File: config.mk
export PLATFORM = sky130hd
export DESIGN_NAME = ex_hazard_ctrl
export DESIGN_NICKNAME = d
export VERILOG_FILES = /design/src/rtl/ex_hazard_ctrl.sv
export SDC_FILE = /design/constraint.sdc
export NUM_CORES = 1
export LEC_CHECK = 0
export CAP_MARGIN = 5
export CORE_ASPECT_RATIO = 1.4
export CORE_UTILIZATION = 26
export DETAILED_ROUTE_END_ITERATION = 10
export PLACE_DENSITY = 0.52
export SLEW_MARGIN = 10
export SYNTH_ARGS = -nofsm -noshare
export SYNTH_HDL_FRONTEND = slang
export SYNTH_SLANG_ARGS = --single-unit
File: constraint.sdc
create_clock -name clk -period 2.75 [get_ports clk]
set_input_delay 0.275 -clock clk [delete_from_list [all_inputs] [get_ports clk]]
set_output_delay 0.275 -clock clk [all_outputs]
set_load 0.03 [all_outputs]
File: src/rtl/ex_hazard_ctrl.sv
// ex_hazard_ctrl: RAW stall and branch sequencing for ID/EX/MEM/WB; define PREDICT_NT_EN for predict-not-taken
module ex_hazard_ctrl #(
    parameter int WB_BYPASS = 1,
    parameter int CNT_W = 16
) (
    input  logic             clk,
    input  logic             rst,
    input  logic [31:0]      id_ir,
    input  logic             id_valid,
    input  logic             mem_br_valid,
    input  logic             mem_br_taken,
    output logic             pc_we,
    output logic             ifid_we,
    output logic             ifid_flush,
    output logic             idex_bubble,
    output logic             exmem_flush,
    output logic             raw_stall,
    output logic [CNT_W-1:0] stall_cnt,
    output logic [1:0]       state
);
`ifdef PREDICT_NT_EN
    localparam bit PNT = 1'b1;
`else
    localparam bit PNT = 1'b0;
`endif
    typedef enum logic [1:0] {RUN, RAW, BR_WAIT, FLUSH} state_t;
    state_t st, st_nx;
    logic [5:0] op;
    logic [4:0] rs, rt, dst, ex_d, mem_d, wb_d;
    logic ex_v, mem_v, wb_v, use_rs, use_rt, has_dst, xfer;
    logic hit_rs, hit_rt, raw, issue, run_like, flush, unused;
    assign op = id_ir[31:26];
    assign rs = id_ir[25:21];
    assign rt = id_ir[20:16];
    assign unused = ^id_ir[10:0];
    assign xfer = op == 6'b000100 || op == 6'b000010;
    assign use_rs = op != 6'b000010 && rs != 5'd0;
    assign use_rt = (op == 6'b000000 || op == 6'b101011) && rt != 5'd0;
    assign dst = op == 6'b000000 ? id_ir[15:11] : rt;
    assign has_dst = !(op == 6'b101011 || xfer) && dst != 5'd0;
    assign hit_rs = (ex_v && ex_d == rs) || (mem_v && mem_d == rs) || (WB_BYPASS == 0 && wb_v && wb_d == rs);
    assign hit_rt = (ex_v && ex_d == rt) || (mem_v && mem_d == rt) || (WB_BYPASS == 0 && wb_v && wb_d == rt);
    assign raw = id_valid && ((use_rs && hit_rs) || (use_rt && hit_rt));
    assign run_like = st == RUN || st == RAW;
    assign flush = PNT && mem_br_valid && mem_br_taken;
    assign issue = id_valid && !raw && run_like && !flush;
    assign state = st;
    always_comb begin
        st_nx = RUN;
        pc_we = 1'b1;
        ifid_we = 1'b1;
        ifid_flush = 1'b0;
        idex_bubble = !issue;
        exmem_flush = 1'b0;
        raw_stall = 1'b0;
        if (flush) begin
            ifid_flush = 1'b1;
            exmem_flush = 1'b1;
            st_nx = FLUSH;
        end else if (run_like && raw) begin
            pc_we = 1'b0;
            ifid_we = 1'b0;
            raw_stall = 1'b1;
            st_nx = RAW;
        end else if (run_like) begin
            ifid_flush = issue && xfer && !PNT;
            st_nx = ifid_flush ? BR_WAIT : RUN;
        end else if (st == BR_WAIT) begin
            pc_we = mem_br_valid;
            ifid_we = 1'b0;
            st_nx = mem_br_valid ? RUN : BR_WAIT;
        end
        if (rst) begin
            pc_we = 1'b1;
            ifid_we = 1'b1;
            ifid_flush = 1'b0;
            idex_bubble = 1'b0;
            exmem_flush = 1'b0;
            raw_stall = 1'b0;
            st_nx = RUN;
        end
    end
    // a taken resolution squashes whatever sits in EX, so its destination never reaches MEM/WB
    always_ff @(posedge clk) begin
        if (rst) begin
            st <= RUN;
            ex_v <= 1'b0;
            mem_v <= 1'b0;
            wb_v <= 1'b0;
            ex_d <= 5'd0;
            mem_d <= 5'd0;
            wb_d <= 5'd0;
            stall_cnt <= '0;
        end else begin
            st <= st_nx;
            ex_v <= issue && has_dst;
            ex_d <= dst;
            mem_v <= ex_v && !flush;
            mem_d <= ex_d;
            wb_v <= mem_v && !flush;
            wb_d <= mem_d;
            if (!pc_we && !(&stall_cnt))
                stall_cnt <= stall_cnt + CNT_W'(1);
        end
    end
endmodule

; After elaboration in Yosys (flattened, before gate mapping)
; Index checks and enable logic that the tools add are counted.
; W data, S select, Z words.
[op_classes]
eq_ne = 10
reduce_logical = 35
n_mux = 20
addsub = 1
[ops]
columns = cell, n
row1 = $eq A5 B5 Y1, 4
row2 = $add A16 B1 Y16 const B, 1
row3 = $logic_and A1 B1 Y1, 16
row4 = $reduce_and A16 Y1, 1
row5 = $mux W1, 15
row6 = $reduce_bool A5 Y1, 3
row7 = $mux W2, 4
row8 = $logic_or A1 B1 Y1, 7
row9 = $eq A6 B2 Y1 const B, 1
row10 = $eq A6 B3 Y1 const B, 1
row11 = $eq A6 B6 Y1 const B, 1
row12 = $logic_not A6 Y1, 1
row13 = $ne A6 B2 Y1 const B, 1
row14 = $logic_not A1 Y1, 5
row15 = $mux W5, 1
row16 = $eq A2 B1 Y1 const B, 1
row17 = $eq A2 B2 Y1 const B, 1
row18 = $logic_not A2 Y1, 1
row19 = $reduce_or A2 Y1, 1
[totals]
inputBits = 37
output_inout_bits = 24
wordCells = 73
register_bits = 30

; Longest topological paths before layout
; Gate-level depths: netlist (run 1).
[logic_depth]
word_depth = 13
depth_mapped = 8
mapped_depth_nobuf = 7

; Least setup slack after synthesis (run 1)
; OpenSTA, ideal clock, no wires.
[synth_path]
path_kind = input -> output
start = in id_ir[19]
end = out ifid_we
path_buffers = 0
t_arrival_ns = 2.132
t_required_ns = 2.475
path_stages = 6
slack_ns = 0.343
cell_sequence = or4_1 -> o221a_1 -> and2_4 -> a32oi_4 -> inv_1 -> a21oi_1
[synth_between]
elab_chain_len = 9
word_cells_on_any_way = 13
cone_classes = 2 x eq/ne / 2 x mux / 9 x reduce/logical
[synth_lines]
columns = item, line
row1 = "start, declared", 8  ; input logic [31:0] id_ir,
row2 = $eq A5 B5 Y1, 42  ; assign hit_rt = (ex_v && ex_d == rt) || (mem_v && mem_d == rt) || (WB_BYPASS == 0 && wb_v && wb_d == rt);
row3 = $logic_and A1 B1 Y1, 42
row4 = $logic_or A1 B1 Y1, 42
row5 = $logic_and A1 B1 Y1 (*), 43  ; assign raw = id_valid && ((use_rs && hit_rs) || (use_rt && hit_rt));
row6 = $logic_or A1 B1 Y1 (*), 43
row7 = $logic_and A1 B1 Y1 (*), 43
row8 = $logic_and A1 B1 Y1 (*), 60  ; end else if (run_like && raw) begin
row9 = $mux W1 (*), 60
row10 = $mux W1 (*), 73  ; if (rst) begin
row11 = "end, declared", 13  ; output logic ifid_we,
; Mark *: on every way between the ends. The rest lies on a longest branch, timed or not.

; Worst setup path in the final report (run 1)
; Ends and elaborated chain as after synthesis.

==> impl_metrics.yaml, run 1 <==
die:
  die_height_um: 96.95
  dieArea_um2: 6768
  core-area_um2: 6211
  fp.dieW_um: 69.82
  rows: 34
  start_util_pct: 26.95
  ios: 61
synthesis:
  yosysWarnings: 0
  ys_ff_latch: 30
  syn_area_um2: 1674
  synth.most_common_cell: "dfxtp_1"
  ys_top_cells_by_area: "dfxtp_1, xnor2_1, nor2_1"
  async_reset_ff_share_pct: 0
  ys.flop_type: "dfxtp_1"
  synth_nets: 234
  synth_common_cells: "dfxtp_1, nor2_1, xnor2_1"
  synth_edf_count: 0
  syn-instance-count: 196
  yosysTopAreaCell: "dfxtp_1"
  syn_avg_cell_area_um2: 8.541
  synth_seq_area_share_pct: 35.87
  synth_top_area_share_pct: 35.87
  ys_types: 38
drt:
  wl_per_cell_um: 12.98
  num_vias: 1547
  vias_per_cell: 4.660
  ant_nets: 0
  drc: 0
  drt_iter0_markers: 39
  routed_wl_mm: 4.310
  drtPass1Iterations: 4
timing:
  min_period_ns: 2.643
  drv_slew: 0
  skew_ns: 0.007150
  max_slew_margin_pct: 60.92
  worst_pin_slew_ns: 0.5863
  final-setup-viol-count: 0
  max_freq_mhz: 378.4
  rsz0062_at_grt: "false"
  min_period_over_period_pct: 96.11
  hold_viol: 0
place:
  gp_congestion: 0.7324
  dp_hpwl_mm: 3.249
  placed_cell_area_um2: 2321
  portBuffers: 47
worst_setup_path:
  crit_chain: "clkdlybuf4s50_1, or4_4, o221a_1, and2_4, a32oi_4, buf_4, inv_1, a21oi_1, buf_4"
  reg2reg_slack_ns: 0.46
  crit_end: "ifid_we"
  end_kind: "primary output"
  r2r_cells: 9
  regToRegStartpoint: "ex_d[2]"
  worstSetupPathType: "input port to primary output"
  crit_fanout: 3
  worstSetupPathDepth: 9
  r2r-end: "stall_cnt[5]"
  cp.required_ns: 2.48
  arrival_ns: 2.37
  critPathTopFamily: "buffers and inverters"
  critPathLaunchType: "input port"
  crit_start: "id_ir[19]"
  cpPeakStageDelay_ns: 0.56
  path_buf_inv: 4
  crit_path_top_delay_cell: "or4_4"
  cp_common_cell: "buf_4"
layout:
  syn_to_final_growth_pct: 43.72
  nets: 299
  fin_util_pct: 38.74
  antenna-diode-count: 0
  drive_above_1_share_pct: 14.62
  final_area_um2: 2406
  fillers: 654
status:
  status: "finished clean"
flow_run:
  maxCapViolations: 0
clock_tree:
  ctsRootBufferMaster: "clkbuf_8"
  ctsHoldBuffers: 0
  clkSinkCount: 30
  ctsLongestPathBuffers: 2
  clk_pin_slew_ns: 0.06
  insertion_delay_ns: 0.28
  cts_tree: "yes"
  numCtsBuffers: 5
  h-tree-depth: 2
min_path:
  min_path_type: "flip-flop to flip-flop"
  worstHoldPathCells: 1
global_routing:
  grt_start_max_net_pins: 26
  grt_usage_pct: 12.78
  grt-ovfl-total: 0
  grt_pass1_wl_mm: 6.900
  grt_pass1_vias: 1538
  antenna_found_initial: 0
power:
  power_density_nw_per_um2: 388.5
  vdd_drop_max_mv: 0.2094
  leakagePower_uw: 0.0009018
## cells by family after synthesis
| family | synth area share (%) |
|---|---|
| AO/OA/AOI/OAI | 12.26 |
| AND/OR/NAND/NOR | 25.71 |
| buffers and inverters | 5.007 |
| multiplexers | 8.670 |
| adder cells (fa/ha/maj) | 0.7473 |
| other | 0.2240 |
| XOR/XNOR | 11.51 |
| flip-flops | 35.87 |
## what timing repair did
item / in CTS / in global routing
pin swaps: 0 / 0
setup endpoints to repair: 1 / 1
gates resized for setup: 1 / 1
buffers inserted: 0 / 0
## metal layers
metal	share of wire (%)	vias up	wire length, µm	track usage, %
met5	0	-	0	0
met4	1.9	0	80	5.385
met3	4.1	6	177	3.646
met2	52	29	2259	23.15
met1	42	701	1793	13.54
li1	-	811	-	-
## cell usage in the layout, fill, tap and decap left out, types with 2 or more instances in the layout
cell and instances:
nand4_1 9, nor2b_1 9, inv_1 12, a31oi_1 3, nor3_1 4, dfxtp_1 30, o22ai_1 2, a211oi_1 3
nand2_1 12, nand3_1 6, buf_4 22, or4_1 3, mux2_2 4, a311oi_1 2, a21oi_1 3, clkbuf_8 6
a31o_2 2, and4_1 2, nor2_1 29, a41o_1 3, nand2b_1 6, clkdlybuf4s50_1 42, xnor2_1 21, mux2i_1 10
## registers in the layout, summed over array words and instances, names as in the netlist
| name | count |
|---|---|
| stall_cnt | 16 |
| mem_v | 1 |
| mem_d | 5 |
| ex_v | 1 |
| ex_d | 5 |
| state | 2 |
## cell type report
| type | count | area, µm² | share of cell area, % |
|---|---|---|---|
| clock buffers | 6 | 82.58 | 3.432 |
| inverters | 12 | 45.04 | 1.872 |
| multi-input cells | 147 | 993.5 | 41.29 |
| flip-flops and latches | 30 | 600.6 | 24.96 |
| well taps | 72 | 90.09 | 3.744 |
| repair buffers | 65 | 594.3 | 24.70 |
## per-stage QoR
| stage | worst slack (ns) | cells | total power [µW] | TNS (ns) | hold slack [ns] |
|---|---|---|---|---|---|
| floorplan | 0.3432 | 196 | 520.5 | 0 | 0.3773 |
| global placement | -0.07560 | 326 | 594.8 | -0.2888 | 0.4709 |
| detailed placement | -0.09984 | 326 | 594.8 | -0.3867 | 0.4775 |
| CTS | 0.06417 | 332 | 953.6 | 0 | 0.4890 |
| global route | 0.01051 | 332 | 978.4 | 0 | 0.5048 |
| finish | 0.1071 | 332 | 934.6 | 0 | 0.4831 |
## worst min path at each step
stage / start / slack (ns) / endpoint
finish: ex_v / 0.48 / mem_v
floorplan: id_ir[30] / 0.38 / state[1]
detailed placement: stall_cnt[4] / 0.48 / stall_cnt[4]
CTS: ex_v / 0.49 / mem_v
global route: ex_d[0] / 0.50 / mem_d[0]
global placement: stall_cnt[4] / 0.47 / stall_cnt[4]
## report_power, final
part / switching (µW) / total [µW] / internal, µW
Combinational: 56.9 / 133 / 76.1
Clock: 157 / 350 / 193
Sequential: 7.83 / 452 / 444
Total: 222 / 935 / 713
Note: power is estimated with default switching activity, not from simulation.
==> run 2: changes to the inputs <==
--- a/config.mk
+++ b/config.mk
@@ -5,12 +5,13 @@
 export SDC_FILE = /design/constraint.sdc
 export NUM_CORES = 1
 export LEC_CHECK = 0
+export ABC_AREA = 1
 export CAP_MARGIN = 5
 export CORE_ASPECT_RATIO = 1.4
 export CORE_UTILIZATION = 26
 export DETAILED_ROUTE_END_ITERATION = 10
-export PLACE_DENSITY = 0.52
-export SLEW_MARGIN = 10
+export PLACE_DENSITY = 0.51
+export SLEW_MARGIN = 0
 export SYNTH_ARGS = -nofsm -noshare
 export SYNTH_HDL_FRONTEND = slang
 export SYNTH_SLANG_ARGS = --single-unit
==> impl_metrics.yaml, run 2 <==
status:
  status: "finished clean"
layout:
  final_common_cell: "nand2_1"
  largest_reg_flops: 16
  max_flop_register: "stall_cnt"
  antenna-diode-count: 0
  largestRegisters: "stall_cnt (16), ex_d (5), mem_d (5)"
  final_cell_mix: "nand2_1, nor2_1, inv_1, clkdlybuf4s50_1, dfxtp_1"
  syn_to_final_growth_pct: 37.24
  nets: 413
  drive_above_1_share_pct: 7.447
  fin_util_pct: 36.56
clock_tree:
  post_cts_buffers: 0
  insertion_delay_ns: 0.28
  cts-resized-gates: 0
  h-tree-depth: 2
  ctsRootBufferMaster: "clkbuf_8"
  cts_tree: "yes"
  clkSinkCount: 30
  numCtsBuffers: 5
  clk_pin_slew_ns: 0.06
  ctsHoldBuffers: 0
  ctsLongestPathBuffers: 2
place:
  dp_hpwl_mm: 3.906
  gp_congestion: 0.8471
  pre_cts_ws_ns: 0.2174
  portBuffers: 47
synthesis:
  synth_top_area_share_pct: 32.50
  yosysWarnings: 0
  ys_top_cells_by_area: "dfxtp_1, nand2_1, nor2_1"
  syn_area_um2: 1848
  synth_common_cells: "nand2_1, nor2_1, inv_1"
  synth.most_common_cell: "nand2_1"
  syn-instance-count: 322
  ys.flop_type: "dfxtp_1"
  yosysTopAreaCell: "dfxtp_1"
  synth_nets: 360
  synth_edf_count: 0
  ys_ff_latch: 30
  async_reset_ff_share_pct: 0
  synth_seq_area_share_pct: 32.50
  syn_avg_cell_area_um2: 5.739
  ys_types: 24
min_path:
  min_path_type: "flip-flop to flip-flop"
global_routing:
  grt_usage_pct: 15.18
  grt-ovfl-total: 0
  grt_start_max_net_pins: 19
  grt_pass1_vias: 2000
  grt_pass1_wl_mm: 8.666
  antenna_found_initial: 0
timing:
  max_freq_mhz: 397.3
  drv_slew: 0
  min_period_ns: 2.517
  skew_ns: 0.007686
  final-setup-viol-count: 0
  rsz0062_at_grt: "false"
  timing.setup.tns_ns: 0
  holdWs_ns: 0.4805
  setup_ws_ns: 0.2332
  hold_viol: 0
  min_period_over_period_pct: 91.52
drt:
  wl_per_cell_um: 10.63
  routed_wl_mm: 5.006
  vias_per_cell: 4.386
  drc: 0
  drt_iter0_markers: 71
  ant_nets: 0
  num_vias: 2066
  drtPass1Iterations: 4
die:
  fp.dieW_um: 73.25
  ios: 61
  rows: 36
  die_height_um: 101.8
  dieArea_um2: 7454
  start_util_pct: 26.64
  core-area_um2: 6937
worst_setup_path:
  critPathLaunchType: "input port"
  worstSetupPathType: "input port to primary output"
  cp.required_ns: 2.48
  crit_fanout: 4
  arrival_ns: 2.24
  end_kind: "primary output"
power:
  leakagePower_uw: 0.001202
  power_density_nw_per_um2: 405.7
  vdd_drop_max_mv: 0.2184
  p_total_uw: 1029
flow_run:
  maxCapViolations: 0
run 2: area by class of cell:
cell class                      instances  area (µm²)
Clock buffer                            5       68.82
Clock inverter                          3       40.04
Fill cell                             804        4400
Inverter                               52       195.2
Multi-Input combinational cell        232       999.7
Sequential cell                        30       600.6
Tap cell                               95       118.9
Timing Repair Buffer                   54       513.0
run 2: report_power, final:
part	switching, µW	internal, µW	total (µW)
registers	9.41	444	453
logic	68.5	61.2	130
clock network	180	266	446
total	257	772	1030
run 2: per-layer routing:
layer	track usage (%)	share of wire [%]
met5	0	0
met4	7.994	3.5
met3	3.184	4.8
met2	27.99	51
met1	15.79	41
run 2: critical path, stage by stage:
cell,delay (ns)
clkdlybuf4s50_1,0.56
inv_2,0.07
nand2_1,0.06
nand2_1,0.04
nor2_1,0.12
nand3_1,0.08
nand2_1,0.08
nand2_1,0.06
nand2_1,0.07
nand3_1,0.09
inv_1,0.07
clkdlybuf4s50_1,0.66
run 2: logic make-up after synthesis:
family | count (synthesis) | synth area share [%]
other | 1 | 0.2029
and+or+nand+nor | 202 | 45.50
AOI/OAI and AO/OA | 28 | 7.719
adders and majority gates | 1 | 0.6769
buffers and inverters | 60 | 13.41
DFF | 30 | 32.50
run 2: path summary, 6_finish.rpt:
check | startpoint | endpoint | slack, ns | cells past startpoint
max | id_ir[19] | raw_stall | 0.23 | 12
min | ex_v | mem_v | 0.48 | 2
max reg2reg | stall_cnt[0] | stall_cnt[15] | 0.68 | 10
min reg2reg | ex_v | mem_v | 0.48 | 2
run 2: stage by stage:
step	cell area, µm²	std cells
after global placement	2427	463
after detailed placement	2427	463
after CTS	2536	471
after floorplan	1848	322
after global routing	2536	471
final	2536	471
